===== src/rtl/exec_pkg.sv =====
// Shared constants and enums for the execute stage.
// The iterative multiply is built only when EXEC_MUL_EN is defined.
package exec_pkg;

  localparam int DATA_W     = 32;
  localparam int ADDR_W     = 6;
  localparam int MUL_CYCLES = 32;  // one iteration per operand bit
  localparam int CNT_W      = $clog2(MUL_CYCLES);

  typedef enum logic [2:0] {
    OP_ADD  = 3'b000,
    OP_SUB  = 3'b001,
    OP_AND  = 3'b010,
    OP_OR   = 3'b011,
    OP_XOR  = 3'b100,
    OP_SLT  = 3'b101,
    OP_MUL  = 3'b110,
    OP_RSVD = 3'b111
  } op_e;

  typedef enum logic [1:0] {
    IDLE = 2'd0,
    MUL  = 2'd1,
    WB   = 2'd2
  } state_e;

endpackage


===== src/rtl/exec_unit_mul_iter.sv =====
// Shift-add multiplier datapath: one partial product per clock while run_i.
// acc_next_o already contains the current iteration, so the caller can
// capture the finished product on the same edge done_o is high.
// Instantiated only when EXEC_MUL_EN is defined.
module mul_iter
  import exec_pkg::*;
(
  input  logic              clk,
  input  logic              rst,
  input  logic              start_i,
  input  logic              run_i,
  input  logic [DATA_W-1:0] a_i,
  input  logic [DATA_W-1:0] b_i,
  output logic [DATA_W-1:0] acc_next_o,
  output logic              done_o
);

  localparam logic [CNT_W-1:0] LAST = CNT_W'(MUL_CYCLES - 1);

  logic [DATA_W-1:0] mcand_q, mplier_q, acc_q;
  logic [CNT_W-1:0]  cnt_q;

  assign acc_next_o = acc_q + (mplier_q[0] ? mcand_q : '0);
  assign done_o     = run_i && (cnt_q == LAST);

  // Load operands on start, then shift and accumulate one bit per cycle.
  always_ff @(posedge clk or posedge rst) begin
    if (rst) begin
      mcand_q  <= '0;
      mplier_q <= '0;
      acc_q    <= '0;
      cnt_q    <= '0;
    end else if (start_i) begin
      mcand_q  <= a_i;
      mplier_q <= b_i;
      acc_q    <= '0;
      cnt_q    <= '0;
    end else if (run_i) begin
      mcand_q  <= mcand_q << 1;
      mplier_q <= mplier_q >> 1;
      acc_q    <= acc_next_o;
      cnt_q    <= cnt_q + 1'b1;
    end
  end

endmodule


===== src/rtl/exec_unit.sv =====
// Execute stage: single-cycle ALU plus optional iterative multiply, writing
// results back to the register file through a one-cycle we pulse.
// Define EXEC_MUL_EN to build the multiplier; otherwise op 110 is illegal.
module exec_unit
  import exec_pkg::*;
(
  input  logic              clk,
  input  logic              rst,
  input  logic              in_valid,
  output logic              in_ready,
  input  logic [2:0]        op,
  input  logic [DATA_W-1:0] opa,
  input  logic [DATA_W-1:0] opb,
  input  logic [ADDR_W-1:0] dst,
  output logic              we,
  output logic [ADDR_W-1:0] wa,
  output logic [DATA_W-1:0] wd,
  output logic              busy,
  output logic              err
);

  state_e            state_q, state_d;
  logic [ADDR_W-1:0] wa_q, wa_d;
  logic [DATA_W-1:0] wd_q, wd_d;
  logic              err_q, err_d;
  logic [DATA_W-1:0] alu_res;
  logic              accept;

  assign in_ready = (state_q != MUL);
  assign accept   = in_valid && in_ready;
  assign we       = (state_q == WB);
  assign wa       = wa_q;
  assign wd       = wd_q;
  assign err      = err_q;

`ifdef EXEC_MUL_EN
  logic              mul_start, mul_done;
  logic [DATA_W-1:0] mul_acc_next;
  logic [ADDR_W-1:0] dst_q, dst_d;

  assign busy = (state_q == MUL);

  mul_iter u_mul (
    .clk        (clk),
    .rst        (rst),
    .start_i    (mul_start),
    .run_i      (state_q == MUL),
    .a_i        (opa),
    .b_i        (opb),
    .acc_next_o (mul_acc_next),
    .done_o     (mul_done)
  );
`else
  assign busy = 1'b0;
`endif

  // Single-cycle ALU result for the incoming operands.
  always_comb begin
    alu_res = '0;
    case (op_e'(op))
      OP_ADD:  alu_res = opa + opb;
      OP_SUB:  alu_res = opa - opb;
      OP_AND:  alu_res = opa & opb;
      OP_OR:   alu_res = opa | opb;
      OP_XOR:  alu_res = opa ^ opb;
      OP_SLT:  alu_res = {{(DATA_W-1){1'b0}}, ($signed(opa) < $signed(opb))};
      default: alu_res = '0;
    endcase
  end

  // Next-state and output-register logic; wa/wd only change with a fresh result.
  always_comb begin
    state_d = IDLE;
    wa_d    = wa_q;
    wd_d    = wd_q;
    err_d   = 1'b0;
`ifdef EXEC_MUL_EN
    mul_start = 1'b0;
    dst_d     = dst_q;
`endif
    case (state_q)
`ifdef EXEC_MUL_EN
      MUL: begin
        state_d = MUL;
        if (mul_done) begin
          state_d = WB;
          wa_d    = dst_q;
          wd_d    = mul_acc_next;
        end
      end
`endif
      default: begin
        if (accept) begin
          case (op_e'(op))
            OP_ADD, OP_SUB, OP_AND, OP_OR, OP_XOR, OP_SLT: begin
              state_d = WB;
              wa_d    = dst;
              wd_d    = alu_res;
            end
`ifdef EXEC_MUL_EN
            OP_MUL: begin
              state_d   = MUL;
              mul_start = 1'b1;
              dst_d     = dst;
            end
`endif
            default: err_d = 1'b1;
          endcase
        end
      end
    endcase
  end

  // State and output registers.
  always_ff @(posedge clk or posedge rst) begin
    if (rst) begin
      state_q <= IDLE;
      wa_q    <= '0;
      wd_q    <= '0;
      err_q   <= 1'b0;
    end else begin
      state_q <= state_d;
      wa_q    <= wa_d;
      wd_q    <= wd_d;
      err_q   <= err_d;
    end
  end

`ifdef EXEC_MUL_EN
  // Destination held across the multiply so wa is untouched until write-back.
  always_ff @(posedge clk or posedge rst) begin
    if (rst) dst_q <= '0;
    else     dst_q <= dst_d;
  end
`endif

endmodule


===== config.mk =====
export PLATFORM = sky130hd
export DESIGN_NAME = exec_unit
export DESIGN_NICKNAME = d
export VERILOG_FILES = /design/src/rtl/exec_pkg.sv /design/src/rtl/exec_unit_mul_iter.sv /design/src/rtl/exec_unit.sv
export SDC_FILE = /design/constraint.sdc
export NUM_CORES = 1
export LEC_CHECK = 0
export ABC_AREA = 1
export CORE_AREA = 2 2 105 158
export DETAILED_ROUTE_END_ITERATION = 10
export DIE_AREA = 0 0 107 160
export GPL_TIMING_DRIVEN = 0
export PLACE_DENSITY_LB_ADDON = 0.15
export SLEW_MARGIN = 10
export SYNTH_ARGS = -nofsm -noshare
export SYNTH_HDL_FRONTEND = slang
export SYNTH_SLANG_ARGS = --single-unit

===== constraint.sdc =====
create_clock -name clk -period 1.14 [get_ports clk]
set_input_delay 0.171 -clock clk [delete_from_list [all_inputs] [get_ports clk]]
set_output_delay 0.171 -clock clk [all_outputs]
set_load 0.02 [all_outputs]

==> summary.md, run 1 <==
Run status
• result of the run: stopped before the end
• failing step: global routing (5_1_grt)
• tool error: [ERROR GRT-0232] Routing congestion too high. Check the congestion heatmap in the GUI.

Yosys
• Netlist cell types: 42
• sequential share of the synthesized area: 12.3%
• yosys warns: 0
• Top FF cell, synth: sky130_fd_sc_hd__dfrtp_1
• Seq cells post-synth: 40
• proportion of synthesized flip-flops having asynchronous set or reset: 100%
• post-synth net total: 1,646
• Post-synth EDFFs: 0
• synthesized area: 8110 um2
• Synth Instances: 1,467
• average cell area after synthesis: 5.53 um2

Placement
• final RePlAce weighted congestion: 1.05
• I/O Buffers: 115
• Final HPWL DP: 27,000 um
• Cells after DPL: 1,789
• DP Worst Slack: -1.81 ns

Floorplanning
• site row count: 57
• Chip Width: 107 um
• starting utilization of the core area: 51.0%
• Top Ports: 118
• Die Ht: 160 um

Timing
• worst setup endpoint after the global-route repair_timing: wd[30]$_DFFE_PP0P_/D
• classification of the worst endpoint: register input

Clock tree
• CTS buffer count: 5
• maximum clock insertion buffer count: 2
• H-Tree Depth: 2
• cts hold-fix bufs: 0
• clock root cell: sky130_fd_sc_hd__clkbuf_16
• CTS sink count: 40

Global routing
• pin count of the biggest net entering global routing: 33
• total global-route track usage: 65.5%
• overflow left after global routing: 21

==> through the flow <==
step	instance area (um2)	hold slack [ns]	util, %
3_5_place_dp	10200	0.424	64.0
4_1_cts	12800	0.105	80.2
2_1_floorplan	8750	0.277	-
3_3_place_gp	10200	0.462	63.9
==> routing by layer <==
layer / GRT usage [%] / GRT overflow
met1: 64.1 / 0
met3: 39.8 / 0
met4: 70.4 / 13
met5: 6.55 / 0
met2: 88.9 / 8
==> what timing repair did <==
action / in CTS
buffers inserted: 83
pin swaps: 250
resized for setup: 943
endpoints found under the setup margin: 79
cloned: 2
hold endpoints to repair: 0
==> cell usage after synthesis, drive strengths merged (2+ instances only) <==
master  number  area (um2)
buf         37         234
fa           2        40.0
nor3        12        86.3
o22ai       22         138
a211oi       7        52.6
nand2      482        1880
a31oi        8        50.1
nand4        3        18.8
o21ai       54         270
clkbuf       6        23.8
ha         101        1260
o21bai      10        75.1
inv        306        1150
o221ai       2        17.5
nand3       96         523
xnor2        2        17.5
a21oi       77         404
or2          3        18.8
o221a        3        33.8
conb         2        7.51
dfrtp       40        1000
nor2       186         763
==> kinds of logic after synthesis <==
family                     Yosys count  share of synthesized area, %
buffers and inverters              350                          17.4
xor gates and xnor gates             2                         0.216
adders and majority gates          103                          16.1
other                                2                        0.0926
DFF                                 40                          12.3
AOI/OAI and AO/OA                  184                          12.9
and+or+nand+nor                    786                          40.9
==> run 2: changes to the inputs <==
--- a/config.mk
+++ b/config.mk
@@ -6,9 +6,9 @@
 export NUM_CORES = 1
 export LEC_CHECK = 0
 export ABC_AREA = 1
-export CORE_AREA = 2 2 105 158
+export CORE_AREA = 2 2 146 148
 export DETAILED_ROUTE_END_ITERATION = 10
-export DIE_AREA = 0 0 107 160
+export DIE_AREA = 0 0 148 150
 export GPL_TIMING_DRIVEN = 0
 export PLACE_DENSITY_LB_ADDON = 0.15
 export SLEW_MARGIN = 10
==> constraint.sdc (replaced) <==
create_clock -name clk -period 1.5 [get_ports clk]
set_input_delay 0.225 -clock clk [delete_from_list [all_inputs] [get_ports clk]]
set_output_delay 0.225 -clock clk [all_outputs]
set_load 0.02 [all_outputs]
==> run 2 against run 1 <==
The flow now finishes, with violations (negative setup slack). Synthesized cell count unchanged. Area after synthesis unchanged.
==> summary.md, run 2 <==
Power and ir drop
• Power Total: 0.00805 W
• areal power density over the cells: 603 nW/um2
• leakage dissipation: 7.04 nW
• Peak VDD IR: 0.000506 V

Routing
• post-detailed-route via-to-cell ratio: 5.31
• DRC Markers: 0
• Routed Antenna Nets: 0
• number of violations reported at the end of detailed-routing iteration 0: 910
• total detailed-routing wirelength: 36,100 um
• routed wire length per instance: 18.4 um
• count of vias placed by the detailed router: 10.4k
• drt pass-1 iters: 5

Yosys
• proportion of synthesized flip-flops having asynchronous set or reset: 100%
• yosys warns: 0
• post-synthesis cell type with the largest combined area: sky130_fd_sc_hd__nand2_1
• Post-synth EDFFs: 0
• average cell area after synthesis: 5.53 um2
• Top FF cell, synth: sky130_fd_sc_hd__dfrtp_1
• Netlist cell types: 42
• sequential share of the synthesized area: 12.3%
• dominant cells by area after synthesis: sky130_fd_sc_hd__nand2_1 21%, sky130_fd_sc_hd__ha_1 16%, sky130_fd_sc_hd__inv_1 14%
• top cell type's share of synthesized area: 21.0%
• synthesized area: 8110 um2
• Seq cells post-synth: 40
• most common cell in the netlist: sky130_fd_sc_hd__nand2_1
• Commonest cells post-synth: 454 x sky130_fd_sc_hd__nand2_1, 293 x sky130_fd_sc_hd__inv_1, 166 x sky130_fd_sc_hd__nor2_1
• Synth Instances: 1,467
• post-synth net total: 1,646

Worst hold path
• path class of the lowest-slack min-delay path: input port to async pin

Global routing
• met1 layer usage reported by global route: 43.4%
• overflow left after global routing: 0
• total global-route track usage: 31.0%
• wire length of the first global-routing pass: 52,800 um
• fraction of met2 tracks used by global routing: 49.2%
• pin count of the biggest net entering global routing: 32
• vias in the first global route: 9,561
• met3 track demand over resource: 4.60%
• Top Usage Layer GRT: met2
• number of antenna violations at the first check in global routing: 0

Timing
• final clock skew: 0 ns
• post-route clock period utilization: 117%
• highest achievable clock rate: 571 MHz
• final number of setup-violating endpoints: 27
• setup slack of the critical path after layout: -0.250 ns
• worst hold slack across all endpoints: 0.158 ns
• RSZ-0062 raised after global routing: true
• count of final hold-check violations: 0
• sum of negative setup slack: -4.11 ns
• Pins Over Slew Limit: 0
• post-route minimum period: 1.75 ns

Finish
• area grow syn2layout: 64.6%
• max FFs per register: 32
• net count reported at finish: 1,862
• fraction of layout cells with a size suffix above 1: 47.1%
• commonest non-fill, non-tap cells in the layout: 266 x sky130_fd_sc_hd__nand2_1, 193 x sky130_fd_sc_hd__inv_1, 150 x sky130_fd_sc_hd__nand2_2
• most common cell after layout, fill and taps aside: sky130_fd_sc_hd__nand2_1
• Antenna Cells: 0
• utilization of the core after routing: 64.5%

Worst setup path
• flop2flop setup slack: 0.64 ns
• kind of end point of the critical path: flip-flop
• highest net fanout along the worst path: 3
• WP data required: 1.69 ns
• critical path endpoint: wd[22]
• startpoint of the lowest-slack register-to-register path: wd[29]
• data arrival time of the critical path: 1.94 ns
• depth of the most critical reg-to-reg path: 3
• launching element of the worst setup path: opa[0]
• worst flop-to-flop path endpoint: wd[29]
• crit path launch type: input port
• Critical Setup Path Class: input port to flip-flop

Clock tree
• maximum clock insertion buffer count: 2
• H-Tree Depth: 2
• clock network latency to the later pin of the worst-skew pair: 0.30 ns
• clock edge transition at the registers on the reported setup and hold paths: 0.06 ns
• clock root cell: sky130_fd_sc_hd__clkbuf_16
• CTS buffer count: 5
• CTS sink count: 40
• TritonCTS clock tree: done

Floorplanning
• site row count: 53
• Placeable Area: 20,700 um2
• die area: 22,200 um2
• Top Ports: 118
• Die Ht: 150 um
• starting utilization of the core area: 39.2%
• Chip Width: 148 um

Run status
• result of the run: finished with violations
• violations in the final reports: negative setup slack

Placement
• final RePlAce weighted congestion: 0.963
• I/O Buffers: 115
• DP Worst Slack: -1.40 ns
• Final HPWL DP: 25,700 um

Job
• max-cap viol count: 0

[run 2: worst min path at each step]
stage                   to  slack [ns]  depth (start not counted)
floorplan              err        0.33                          2
global placement     wa[2]        0.46                          2
detailed placement  wd[14]        0.47                          2
global route        wd[22]        0.18                          2
CTS                 wd[22]        0.17                          2
finish              wd[23]        0.16                          2
[run 2: repair_timing]
item                                    in CTS  in global routing
pin swaps                                  231                146
buffers inserted                            79                 29
hold buffers                                 0                  0
gates resized for setup                    807                212
endpoints found under the setup margin      51                 61
[run 2: cells by family after synthesis]
family	Yosys count	share of synthesized area, %
other	2	0.0926
adder cells (fa/ha/maj)	103	16.1
XOR/XNOR	2	0.216
AO/OA/AOI/OAI	184	12.9
AND/OR/NAND/NOR	786	40.9
flip-flops	40	12.3
buffers and inverters	350	17.4
[run 2: stage by stage]
| stage | std cells | cell area (um2) |
|---|---|---|
| 2_1_floorplan | 1467 | 8670 |
| 3_3_place_gp | 1857 | 10200 |
| 3_5_place_dp | 1858 | 10200 |
| 4_1_cts | 1934 | 12500 |
| 5_1_grt | 1958 | 13300 |
| 6_report | 1958 | 13300 |
[run 2: area by class of cell]
| cell class | count | area [um2] |
|---|---|---|
| Timing Repair Buffer | 224 | 2120 |
| Fill cell | 1844 | 7350 |
| Clock buffer | 5 | 125 |
| Tap cell | 275 | 344 |
| Multi-Input combinational cell | 1077 | 8140 |
| Clock inverter | 2 | 60.1 |
| Inverter | 307 | 1290 |
| Sequential cell | 40 | 1000 |
| Buffer | 28 | 263 |
[run 2: critical path, stage by stage]
cell                      delay, ns
sky130_fd_sc_hd__buf_8         0.11
sky130_fd_sc_hd__ha_4          0.16
sky130_fd_sc_hd__fa_2          0.39
sky130_fd_sc_hd__nand3_4       0.08
sky130_fd_sc_hd__nand3_4       0.09
sky130_fd_sc_hd__nand2_2       0.11
sky130_fd_sc_hd__nand2_4       0.09
sky130_fd_sc_hd__nand2_4       0.08
sky130_fd_sc_hd__nand2_4       0.09
sky130_fd_sc_hd__nand2_4       0.09
sky130_fd_sc_hd__nand3_2       0.07
sky130_fd_sc_hd__nand3_2       0.08
sky130_fd_sc_hd__nand2_2       0.07
sky130_fd_sc_hd__nor2_4        0.13
sky130_fd_sc_hd__nor2_1        0.07
[run 2: power breakdown]
group	switching, W	leakage [nW]	internal [W]
Clock	0.000561	0.0899	0.000948
Combinational	0.00315	6.47	0.00207
Sequential	0.0000785	0.477	0.00124
[run 2: routing by layer]
layer	routed length [um]	up-vias
met2	15800	561
met3	3580	119
met1	15200	4799
li1	-	4914
met4	1500	0
met5	0	-
No activity file was read; power rests on OpenSTA's default activity.
==> run 3: changes to the inputs <==
--- a/config.mk
+++ b/config.mk
@@ -6,9 +6,11 @@
 export NUM_CORES = 1
 export LEC_CHECK = 0
 export ABC_AREA = 1
-export CORE_AREA = 2 2 146 148
+export CELL_PAD_IN_SITES_DETAIL_PLACEMENT = 1
+export CELL_PAD_IN_SITES_GLOBAL_PLACEMENT = 1
+export CORE_AREA = 4 4 152 154
 export DETAILED_ROUTE_END_ITERATION = 10
-export DIE_AREA = 0 0 148 150
+export DIE_AREA = 0 0 156 158
 export GPL_TIMING_DRIVEN = 0
 export PLACE_DENSITY_LB_ADDON = 0.15
 export SLEW_MARGIN = 10
==> run 3 against run 2 <==
The flow still finishes with violations (negative setup slack). Clock skew is the same. Utilization grew 2.7 points. Final cell count grew 2.5%. Highest routed layer unchanged. Critical endpoint is now wd[30]. Design area grew 9.2%. Setup slack lost 0.19 ns. Clock power shrank 16%. Count of clock-buffer cells in the layout is the same. Largest power group unchanged. Worst hold slack gained 0.089 ns. Die area grew 11%. Sequential power is essentially flat. Total power grew 12%. Largest cell class unchanged. Via count grew 18%.
==> summary.md, run 3 (synthesis gave the netlist of run 2 again) <==
Timing
• setup slack of the critical path after layout: -0.441 ns
• count of final hold-check violations: 0
• pin slew with the least headroom to its limit: 0.605 ns
• final clock skew: 0 ns
• Pins Over Slew Limit: 0
• post-route clock period utilization: 129%
• worst hold slack across all endpoints: 0.247 ns
• worst slew margin relative to its limit: 59.6%
• RSZ-0062 raised after global routing: true
• post-route minimum period: 1.94 ns
• final number of setup-violating endpoints: 31
• highest achievable clock rate: 515 MHz

Clock tree
• clock network latency to the later pin of the worst-skew pair: 0.30 ns
• clock root cell: sky130_fd_sc_hd__clkbuf_16
• cts hold-fix bufs: 0
• clock edge transition at the registers on the reported setup and hold paths: 0.07 ns
• CTS sink count: 40
• CTS buffer count: 5
• TritonCTS clock tree: done
• maximum clock insertion buffer count: 2
• H-Tree Depth: 2

Power and ir drop
• relative contribution of combinational cells to total power: 71.2%
• switch share: 52.6%
• fraction of power consumed by sequential logic: 14.7%
• net switching power of the design: 0.00474 W
• Internal Dissipation: 0.00426 W
• areal power density over the cells: 618 nW/um2
• Clock power frac: 14.1%
• leakage dissipation: 7.53 nW
• Peak VDD IR: 0.000421 V

Floorplanning
• die area: 24,600 um2
• Chip Width: 156 um
• Placeable Area: 21,700 um2
• starting utilization of the core area: 37.4%
• Top Ports: 118
• Die Ht: 158 um
• site row count: 54

Finish
• Final Instance Count excl. Fillers: 2,007
• Antenna Cells: 0
• most common cell after layout, fill and taps aside: sky130_fd_sc_hd__nand2_1
• fraction of layout cells with a size suffix above 1: 54.3%
• final non-filler cell area: 14,600 um2
• max FFs per register: 32
• area grow syn2layout: 79.7%
• commonest non-fill, non-tap cells in the layout: 221 x sky130_fd_sc_hd__nand2_1, 169 x sky130_fd_sc_hd__inv_1, 162 x sky130_fd_sc_hd__nand2_2
• net count reported at finish: 1,905

Routing
• sum of routed wire segments on met1: 20,200 um
• routed wire length per instance: 27.8 um
• DRC Markers: 0
• Routed Antenna Nets: 0
• Routed met2 length: 25,000 um
• post-detailed-route via-to-cell ratio: 6.13
• number of violations reported at the end of detailed-routing iteration 0: 1,221
• met3 routed wirelength: 5550 um
• top sig layer: met4
• count of vias placed by the detailed router: 12.3k
• total detailed-routing wirelength: 55,800 um
• drt pass-1 iters: 8

Worst setup path
• WP data required: 1.74 ns
• worst flop-to-flop path endpoint: wd[29]
• cell with the largest stage delay on the worst path: sky130_fd_sc_hd__fa_2
• series of cell instances along the critical path: buf_12 > ha_4 > fa_2 > nand3_2 > nand3_4 > nand2_2 > nand2_4 > nand2_4 > nand2_8 > nand2_4 > nand2_2 > nand2_1 > nand3_2 > nand2_1 > nor2_1 > nor2_1
• cell type group with the largest total delay on the critical path: simple AND/OR/NAND/NOR gates
• data arrival time of the critical path: 2.18 ns
• depth of the most critical reg-to-reg path: 3
• sum of buffers and inverters on the critical path: 1
• startpoint of the lowest-slack register-to-register path: wd[29]
• crit-path max cell delay: 0.38 ns
• highest net fanout along the worst path: 4
• flop2flop setup slack: 0.61 ns
• cell seen most often among critical-path stages: sky130_fd_sc_hd__nand2_4
• Critical Setup Path Class: input port to flip-flop
• kind of end point of the critical path: flip-flop
• crit path launch type: input port

Global routing
• number of antenna violations at the first check in global routing: 0
• wire length of the first global-routing pass: 65,300 um
• pin count of the biggest net entering global routing: 22
• vias in the first global route: 11.3k
• overflow left after global routing: 0
• total global-route track usage: 34.4%

Placement
• final RePlAce weighted congestion: 0.963
• Final HPWL DP: 30,200 um
• I/O Buffers: 115
• DP Worst Slack: -1.46 ns
• Cells after DPL: 1,863
• total cell area at the placement stage: 10,200 um2

Run status
• result of the run: finished with violations
• violations in the final reports: negative setup slack

Worst hold path
• path class of the lowest-slack min-delay path: input port to flip-flop
• hold endpoint: err
• worst hold stages: 3
• hold_sp: op[2]

Job
• max-cap viol count: 0

-- run 3: changes by cell type in the layout (fill, tap and decap cells not counted), sizes merged --
cell           change
dlymetal6s2s       -4
clkinv             +3
buf               +48
clkdlybuf4s15      -1
bufinv             -2
-- run 3: how the worst max path moves through the flow --
stage | from | to | slack, ns | depth (start not counted)
after floorplan | opa[0] | wd[22] | -0.18 | 14
after global placement | opa[0] | wd[22] | -1.45 | 15
after detailed placement | opa[0] | wd[22] | -1.46 | 15
after CTS | opa[0] | wd[30] | -0.26 | 15
after global routing | opa[17] | wd[24] | -0.53 | 15
final | opa[0] | wd[30] | -0.44 | 16
-- run 3: metrics by stage --
step	utilization, %	TNS, ns	total power [W]
after floorplan	-	-1.93	0.00367
after global placement	46.9	-73.30	0.00504
after detailed placement	47.0	-42.04	0.00513
after CTS	61.5	-3.27	0.00773
after global routing	67.2	-9.93	0.00921
final	67.2	-8.41	0.00900
-- run 3: routing by layer --
metal / GRT usage (%) / vias up
li1: - / 4994
met1: 44.7 / 5910
met2: 56.9 / 965
met3: 6.40 / 426
met4: 13.0 / 0
met5: 0 / -
-- run 3: final cells by class --
cell class                      count  area (um2)
Tap cell                          280         350
Buffer                             28         292
Clock inverter                      3        18.8
Sequential cell                    40        1000
Fill cell                        2626        7120
Inverter                          307        1330
Clock buffer                        5         125
Timing Repair Buffer              267        2650
Multi-Input combinational cell   1077        8810
-- run 3: timing repair --
item,in CTS,in global routing
buffers inserted,101,52
gates resized for setup,1008,265
gates cloned,2,0
endpoints found under the setup margin,55,57
pin swaps,294,193
endpoints found under the hold margin,0,0
-- run 3: tightest hold or removal path, cell delays in order --
cell and delay (ns):
sky130_fd_sc_hd__clkbuf_2 0.13, sky130_fd_sc_hd__nand2_2 0.11, sky130_fd_sc_hd__nor2_1 0.05
-- run 3: power by group through the flow --
stage,registers [W],logic [W],clock network [W]
2_1_floorplan,0.00154,0.00213,0
3_3_place_gp,0.00133,0.00371,0
3_5_place_dp,0.00134,0.00378,0
4_1_cts,0.00132,0.00517,0.00124
5_1_grt,0.00135,0.00660,0.00127
6_report,0.00133,0.00641,0.00127
==> RTL change: new RTL, config.mk and constraints of run 3 <==
`DATA_W`: 32 -> 16.
--- a/src/rtl/exec_pkg.sv
+++ b/src/rtl/exec_pkg.sv
@@ -3,5 +3,5 @@
 package exec_pkg;
 
-  localparam int DATA_W     = 32;
+  localparam int DATA_W     = 16;
   localparam int ADDR_W     = 6;
   localparam int MUL_CYCLES = 32;  // one iteration per operand bit
Interface: changed (resized opa, opb and wd); port bits go from 118 to 70. No check against the original RTL was run, so the function may have changed too.
==> RTL change against run 3 <==
- the flow still finishes with violations (negative setup slack)
- sequential share of layout area is 2.7 points higher
- setup slack better by 0.39 ns
- largest power group unchanged
- sequential cell count decreased by 16
- power decreased by 57%
- wire length down 71%
- synthesized area is 54% lower
- first-iteration DRC count down 89%
- design area down 57%
- clock power down 33%
==> RTL change: results (changes against run 3) <==
Top cells by count, synth -> nand2_1 (181), inv_1 (120), nor2_1 (54)
Critical R2R Capture -> wd[11]
Net count after synthesis -> 717 (-56%)
Worst Hold Slack -> 0.3640 ns (+0.1166 ns)
Synth Area in Adders -> 0.1792 (+0.01844)
RePlAce Congestion -> 0.7938 (-18%)
Main area contributors after synthesis -> nand2_1 (18%), ha_1 (17%), dfrtp_1 (16%)
Non-clock buffering overhead -> 0.1908 (-0.01094)
Nets -> 832 (-56%)
Total GRT Usage -> 0.1295 (-0.2148)
Vias per cell -> 4.196 (-32%)
CP arrival -> 1.76 ns (-0.42 ns)
Clock Latency Late Sink -> 0.27 ns (-0.03 ns)
I/O Buffers -> 67 (-42%)
Detailed placer's ending HPWL -> 12630 microns (-58%)
Final WS setup -> -0.05429 ns (+0.3864 ns)
Multi-input combinational area share -> 0.5532 (-0.05133)
CLK BUF -> 3 (-2)
Status -> complete, but fails checks
Total Routed Length -> 16290 microns (-71%)
# clock sinks -> 24 (-40%)
Register-to-register setup slack -> 0.70 ns (+0.09 ns)
WL met1 -> 7313 microns (-64%)
# fillers -> 2597 (-1.1%)
Total area of sequential cells -> 600.6 sq um (-40%)
Met1 usage -> 0.1663 (-0.2808)
Critical path endpoint -> wd[10]
Initial antenna violation count -> 0 (unchanged)
Wirelength per Cell -> 16.05 microns (-42%)
Post-synthesis xor/xnor area fraction -> 0 (-0.002160)
Met3 WL -> 382 microns (-93%)
Clock H-tree levels -> 1 (-1)
Met2 usage -> 0.2347 (-0.3344)
Post-synthesis average cell area -> 5.980 sq um (+8.2%)
Pre-Repair DR Iteration Count -> 4 (-4)
Failing checks -> negative setup slack
PwrDens -> 622.1 nW/um^2 (+0.71%)
Hold WC Path Type -> input pin to async pin
Antenna Cells -> 0 (unchanged)
Setup tns final -> -0.1766 ns (+8.231 ns)
Seq/Total Area, Yosys -> 0.1617 (+0.03827)
Worst slew pin tran -> 1.016 ns (+0.4119 ns)
FF-to-FF Start -> wd[11]
Largest net degree at the start of global routing -> 25 (+14%)
Non-clk invs -> 132 (-57%)
Max reg flops -> 16 (-50%)
Non-Clock Buffer Count -> 128 (-57%)
First-pass GRT wire length -> 25310 microns (-61%)
Final setup violation count -> 6 (-81%)
#MultiIn Comb -> 447 (-58%)
Met3 usage -> 0.01176 (-0.05221)
Initial DRC Count -> 130 (-89%)
Ys Warns -> 0 (unchanged)
Cells after DPL -> 968 (-48%)
Pre-CTS setup slack -> -1.227 ns (+0.2330 ns)
Clock slew at reported path FFs -> 0.09 ns (+0.02 ns)
Clock buf/inv share -> 0.01673 (+0.006852)
Worst vdd ir -> 0.0003853 V (-8.5%)
Share of cells above drive strength 1 -> 0.4626 (-0.08055)
Clk buf depth -> 2 (unchanged)
[RTL change: cell types whose count changed in the layout (fill, tap and decap cells not counted), sizes merged, moves of 12 or more]
cell,before,now
nand2,482,184
inv,305,129
buf,232,88
nor2,186,61
ha,101,50
nand3,96,45
a21oi,77,39
o21ai,54,20
dfrtp,40,24
dlygate4sd2,18,6
[RTL change: where the power goes]
group | switching [uW] | internal, uW
combinational | 1320 | 957
clock | 315 | 534
sequential | 45.6 | 738
[RTL change: cells by family (layout without fill, tap and decap cells)]
family | Yosys count | count (layout)
buf+inv | 150 | 264
other cells | 2 | 2
fa+ha+maj | 52 | 52
flops | 24 | 24
simple gates | 311 | 311
compound gates | 82 | 82
[RTL change: repair_timing]
item / 4_1_cts / 5_1_grt
gates resized for setup: 334 / 121
hold buffers: 0 / 0
setup buffers: 29 / 16
hold endpoints to repair: 0 / 0
cloned: 2 / 0
setup endpoints to repair: 27 / 31
pin swaps: 75 / 62
